`src/rtl/pyramid_pkg.sv`:
```
// Shared widths and pixel arithmetic for the image-pyramid generator.
// Define PYR_ROUND_EN for round-to-nearest averaging; default build truncates.
package pyramid_pkg;

  localparam int unsigned PIX_IN_W = 12;
  localparam int unsigned PIX_W    = 8;
  localparam int unsigned SUM_W    = 10;
  localparam int unsigned H_W      = SUM_W - 1;

  // Reduce a 12-bit input pixel to the 8-bit L0 value.
  function automatic logic [PIX_W-1:0] l0_pix(input logic [PIX_IN_W-1:0] p);
`ifdef PYR_ROUND_EN
    logic [PIX_IN_W:0] r;
    r = (PIX_IN_W+1)'(p) + (PIX_IN_W+1)'(8);
    l0_pix = (r[PIX_IN_W:4] > 9'd255) ? 8'hFF : r[11:4];
`else
    l0_pix = PIX_W'(p >> 4);
`endif
  endfunction

  // Divide a 2x2 block sum by four.
  function automatic logic [PIX_W-1:0] avg4(input logic [SUM_W-1:0] sum);
`ifdef PYR_ROUND_EN
    logic [SUM_W:0] r;
    r = (SUM_W+1)'(sum) + (SUM_W+1)'(2);
    avg4 = (r[SUM_W:2] > 9'd255) ? 8'hFF : r[9:2];
`else
    avg4 = PIX_W'(sum >> 2);
`endif
  endfunction

endpackage

```
`src/rtl/pyr_down2x2.sv`:
```
// Streaming 2x2 box downsampler: pair register for horizontal sums,
// one-line buffer of horizontal sums for the vertical pass.
module pyr_down2x2
  import pyramid_pkg::*;
#(
  parameter int unsigned LINE_W    = 640,
  parameter int unsigned NUM_LINES = 480
) (
  input  logic             clk,
  input  logic             reset,
  input  logic             valid_i,
  input  logic [PIX_W-1:0] pix_i,
  output logic [PIX_W-1:0] pix_o,
  output logic             valid_o
);

  localparam int unsigned CW    = $clog2(LINE_W);
  localparam int unsigned RW    = (NUM_LINES > 1) ? $clog2(NUM_LINES) : 1;
  localparam int unsigned BW    = CW - 1;
  localparam int unsigned BUF_N = LINE_W / 2;

  logic [CW-1:0]    col_q, col_d;
  logic [RW-1:0]    row_q, row_d;
  logic [PIX_W-1:0] pair_q, pair_d;
  logic [PIX_W-1:0] pix_q, pix_d;
  logic             valid_q, valid_d;

  logic [H_W-1:0]   lb_mem [BUF_N];
  logic [BW-1:0]    lb_idx;
  logic [H_W-1:0]   lb_rdata;
  logic             lb_we;
  logic [H_W-1:0]   h_sum;
  logic [SUM_W-1:0] s_sum;

  assign lb_idx   = col_q[CW-1:1];
  assign lb_rdata = lb_mem[lb_idx];
  assign h_sum    = H_W'(pair_q) + H_W'(pix_i);
  assign s_sum    = SUM_W'(h_sum) + SUM_W'(lb_rdata);

  always_comb begin
    col_d   = col_q;
    row_d   = row_q;
    pair_d  = pair_q;
    pix_d   = pix_q;
    valid_d = 1'b0;
    lb_we   = 1'b0;
    if (valid_i) begin
      if (col_q == CW'(LINE_W - 1)) begin
        col_d = '0;
        row_d = (row_q == RW'(NUM_LINES - 1)) ? '0 : row_q + RW'(1);
      end else begin
        col_d = col_q + CW'(1);
      end
      // Even column latches the left pixel; odd column completes the pair.
      if (!col_q[0]) begin
        pair_d = pix_i;
      end else if (!row_q[0]) begin
        lb_we = 1'b1;
      end else begin
        pix_d   = avg4(s_sum);
        valid_d = 1'b1;
      end
    end
  end

  always_ff @(posedge clk or negedge reset) begin
    if (!reset) begin
      col_q   <= '0;
      row_q   <= '0;
      pair_q  <= '0;
      pix_q   <= '0;
      valid_q <= 1'b0;
    end else begin
      col_q   <= col_d;
      row_q   <= row_d;
      pair_q  <= pair_d;
      pix_q   <= pix_d;
      valid_q <= valid_d;
    end
  end

  // Line buffer contents are don't-care after reset.
  always_ff @(posedge clk) begin
    if (lb_we) lb_mem[lb_idx] <= h_sum;
  end

  assign pix_o   = pix_q;
  assign valid_o = valid_q;

endmodule

```
`src/rtl/pyramid_gen.sv`:
```
// Three-level streaming image pyramid (L0 full, L1 and L2 2x2 averages).
// Define PYR_ROUND_EN for rounded L0 reduction and averages.
module pyramid_gen
  import pyramid_pkg::*;
#(
  parameter int unsigned IMG_W = 640,
  parameter int unsigned IMG_H = 480
) (
  input  logic                clk,
  input  logic                reset,
  input  logic                addr_en,
  input  logic [PIX_IN_W-1:0] pixel_in,
  output logic [PIX_W-1:0]    pixout0,
  output logic [PIX_W-1:0]    pixout1,
  output logic [PIX_W-1:0]    pixout2,
  output logic                w_en0,
  output logic                w_en1,
  output logic                w_en2
);

  logic [PIX_W-1:0] pix0_q, pix0_d;
  logic             wen0_q, wen0_d;

  always_comb begin
    pix0_d = pix0_q;
    wen0_d = 1'b0;
    if (addr_en) begin
      pix0_d = l0_pix(pixel_in);
      wen0_d = 1'b1;
    end
  end

  always_ff @(posedge clk or negedge reset) begin
    if (!reset) begin
      pix0_q <= '0;
      wen0_q <= 1'b0;
    end else begin
      pix0_q <= pix0_d;
      wen0_q <= wen0_d;
    end
  end

  assign pixout0 = pix0_q;
  assign w_en0   = wen0_q;

  pyr_down2x2 #(.LINE_W(IMG_W), .NUM_LINES(IMG_H)) u_l1 (
    .clk     (clk),
    .reset   (reset),
    .valid_i (wen0_q),
    .pix_i   (pix0_q),
    .pix_o   (pixout1),
    .valid_o (w_en1)
  );

  pyr_down2x2 #(.LINE_W(IMG_W / 2), .NUM_LINES(IMG_H / 2)) u_l2 (
    .clk     (clk),
    .reset   (reset),
    .valid_i (w_en1),
    .pix_i   (pixout1),
    .pix_o   (pixout2),
    .valid_o (w_en2)
  );

endmodule

```
`config.mk`:
```
export PLATFORM = sky130hd
export DESIGN_NAME = pyramid_gen
export DESIGN_NICKNAME = d
export VERILOG_FILES = /design/src/rtl/pyramid_pkg.sv /design/src/rtl/pyr_down2x2.sv /design/src/rtl/pyramid_gen.sv
export SDC_FILE = /design/constraint.sdc
export NUM_CORES = 2
export LEC_CHECK = 0
export CAP_MARGIN = 20
export CORE_AREA = 2 2 606 608
export CTS_CLUSTER_SIZE = 40
export DETAILED_ROUTE_END_ITERATION = 12
export DIE_AREA = 0 0 608 610
export DONT_BUFFER_PORTS = 1
export GPL_TIMING_DRIVEN = 0
export SYNTH_ARGS = -nofsm -noshare
export SYNTH_HDL_FRONTEND = slang
export SYNTH_MEMORY_MAX_BITS = 65536
export SYNTH_SLANG_ARGS = --single-unit
```
`constraint.sdc`:
```
create_clock -name clk -period 25.8 [get_ports clk]
set_clock_uncertainty 0.2 [all_clocks]
set_input_delay 7.74 -clock clk [delete_from_list [all_inputs] [get_ports clk]]
set_output_delay 7.74 -clock clk [all_outputs]
set_load 0.01 [all_outputs]
```
==> metrics <==
pwr/cell area 109 nW/um^2; Worst Hold Launch u_l1.row_q[8]; Starting Density 0.468; status finished, final reports clean; worst-path cell with the longest stage delay clkbuf_1; Final setup viols 0; synthesized netlist cell count 7383; WP data arrival between 10 and 15 ns; RSZ-0062 raised after global routing no; DR vias approximately 90000; dpl ws 16.39 ns; Top cell by count, worst path buf_2; Crit Path Max Fanout 10; Yosys top cell area share 0.760; first-pass GRT wire length 731000 microns; Synth area leader edfxtp_1; Post-DP Area 182000 sq um; clock sink total 4399; largest net degree at the start of global routing ~100; cell area after synthesis 171000 sq um; Placeable Area 364000 sq um; register area 132000 sq um; Yosys warnings 0; PostCTS Resize Cnt 0; First DRT Iteration DRCs 16100; via-per-instance ratio approximately 6.6; Post-synth EDFFs 4320; Finished Core Util 0.541; Fin. Hold Viols 0; initial antenna violation count 50; Fin Setup TNS 0 ns; layout cells sized above 1 0.317; final worst slack 15.68 ns; GRT Total Usage 0.292; final net count just over 8000; synthesized area per cell 23.1 sq um; Clock Path Buffers 4; CTS clk-pin slew, worst paths 0.06 ns; most frequent cell after synthesis edfxtp_1; finished layout cell area 197000 sq um; Worst R2R Setup Slack between 15 and 20 ns; Leak roughly 57 nW; Mapped Nets 7436; Synth Register Bits between 4000 and 5000; DIE WIDTH 608 microns; buffers and inverters on the worst path 8; max_slew headroom 0.107; post-route ant nets 0; Max Cap Viol 0; clk root buf clkbuf_16; GR Overflow Total 0; Buffers on Ports 0; max-slew violations 0; Synth top cells by count edfxtp_1, mux4_2, nor2_1; CP Capture Type flop; multi-input gate area in the final layout about 37000 sq um; ranking of synthesized cells by area edfxtp_1, mux4_2, nor2_1; worst path cell trace buf_4 -> buf_4 -> buf_2 -> buf_2 -> clkbuf_1 -> buf_2 -> buf_2 -> clkbuf_2 -> mux4_2 -> mux4_2 -> nand3_1 -> o2111ai_1 -> a21oi_1 -> o211ai_1 -> ha_1 -> o2bb2ai_1 -> nor3_1 -> o31ai_1 -> mux2i_1 -> nand2_1; Critical Path Source u_l1.col_q[2]; Seq/Total Area, Yosys 0.771; critical path's top delay family buffers and inverters; vias in the first global route about 85000; Post-CTS Hold Buffers 0; DR WL/cell 40.7 microns; worst slew pin tran between 1 and 1.5 ns; Most used DFF post-synth edfxtp_1; CTS Buf Count 439; DP HPWL between 300000 and 400000 microns; Post-synth ARST share 0.0180; Post-CTS Setup Inserts 0; Post-Route WL 548000 microns; Critical Path RT 26.47 ns; Clock Latency Late Sink 1.00 ns; worst min path class reg2reg; CP startpoint kind flop; I/O Pins 42; Final period util 0.392; RR Startpoint u_l1.col_q[2]; Max VDD drop 0.102 mV; area grow syn2layout 15.5%; Die H 610 microns; row count 222; fin crit period 10.12 ns; Detailed Routing Iterations Pass 1 6; # fillers 27200; total power draw approximately 22 mW; Fmax approximately 100 MHz; CTS tree yes; Setup CP Type reg2reg; die area 371000 sq um; CTS H-tree lvls 5; Placer Congestion 0.956; Distinct cells, synth 64; DRC viols 0; Worst path max stage delay 0.85 ns
==> power breakdown <==
group	internal, mW	switching (mW)	leakage (nW)
Clock	3.68	2.77	6.97
Combinational	2.15	4.22	13.6
Sequential	8.73	0.0118	36.9
==> metrics by stage <==
stage          cells  hold slack (ns)
2_1_floorplan   7383            0.251
3_3_place_gp   12200            0.292
3_5_place_dp   12500            0.293
4_1_cts        13300            0.303
5_1_grt        13400            0.334
6_report       13500            0.297
==> cells by family (layout without fill, tap and decap cells) <==
family,Yosys count,after routing,share of synthesized area
adder cells (fa/ha/maj),38,38,0.00287
buffers and inverters,442,1678,0.0117
AO/OA/AOI/OAI,199,199,0.00783
AND/OR/NAND/NOR,825,825,0.0200
other,0,19,0
flip-flops,4399,4399,0.771
multiplexers,1440,1440,0.184
XOR/XNOR,40,40,0.00205
==> layout by cell type (no fill, tap or decap), types with 21 or more instances in the layout <==
cell type,netlist,final
buf_8,0,140
clkinv_1,0,94
mux4_2,1356,1356
dfrtp_1,79,79
buf_1,30,21
a21oi_1,38,38
clkbuf_1,232,239
mux2_2,45,45
nand2_1,154,154
edfxtp_1,4320,4320
clkbuf_16,0,443
buf_16,0,34
ha_1,36,34
a22oi_1,26,26
clkinv_2,0,73
xnor2_1,31,21
mux2i_1,39,39
buf_2,122,131
nand3_1,29,29
bufinv_16,0,51
clkbuf_2,0,87
o21ai_0,41,41
nor2_1,534,530
buf_6,10,165
buf_4,28,109
==> metal layers <==
metal	vias to the layer above	track usage	part of all wire
li1	33100	-	-
met4	20	0.107	0.043
met3	1176	0.102	0.14
met1	48100	0.413	0.38
met5	-	0.00439	0.00072
met2	6683	0.421	0.44
==> cell type report <==
type | count | area share
well taps | 4816 | 0.0306
clock buffers | 544 | 0.0585
repair buffers | 429 | 0.0291
plain buffers | 422 | 0.0103
diodes | 19 | 0.000241
clock inverters | 263 | 0.0142
inverters | 20 | 0.000381
flip-flops and latches | 4399 | 0.668
multi-input cells | 2542 | 0.189
==> flip-flops by register name, indices dropped and copies added (netlist names) <==
register,count
w_en0,1
u_l2.lb_mem,1440
u_l2.row_q,8
u_l2.col_q,9
pixout0,8
u_l2.valid_o,1
u_l1.lb_mem,2880
u_l1.row_q,9
u_l2.pix_o,8
u_l1.pix_o,8
u_l1.col_q,10
u_l1.pair_q,8
u_l1.valid_o,1
u_l2.pair_q,8
==> path summary, 6_finish.rpt <==
path                                 end  depth (start not counted)
setup / recovery           u_l1.pix_o[5]                         20
hold / removal             u_l1.row_q[8]                          2
setup reg to reg           u_l1.pix_o[5]                         20
hold reg to reg            u_l1.row_q[8]                          2
max in group asynchronous  u_l2.col_q[5]                          0
min in group asynchronous     pixout0[6]                          0
==> worst reg2reg max path, cell delays in order (launching register included) <==
cell	delay, ns
dfrtp_1	0.34
buf_4	0.30
buf_4	0.42
buf_2	0.75
buf_2	0.74
clkbuf_1	0.89
buf_2	0.84
buf_2	0.72
clkbuf_2	0.75
mux4_2	0.46
mux4_2	0.54
nand3_1	0.13
o2111ai_1	0.20
a21oi_1	0.35
o211ai_1	0.37
ha_1	0.48
o2bb2ai_1	0.60
nor3_1	0.23
o31ai_1	0.42
mux2i_1	0.23
nand2_1	0.06
Note: power is estimated with default switching activity, not from simulation.
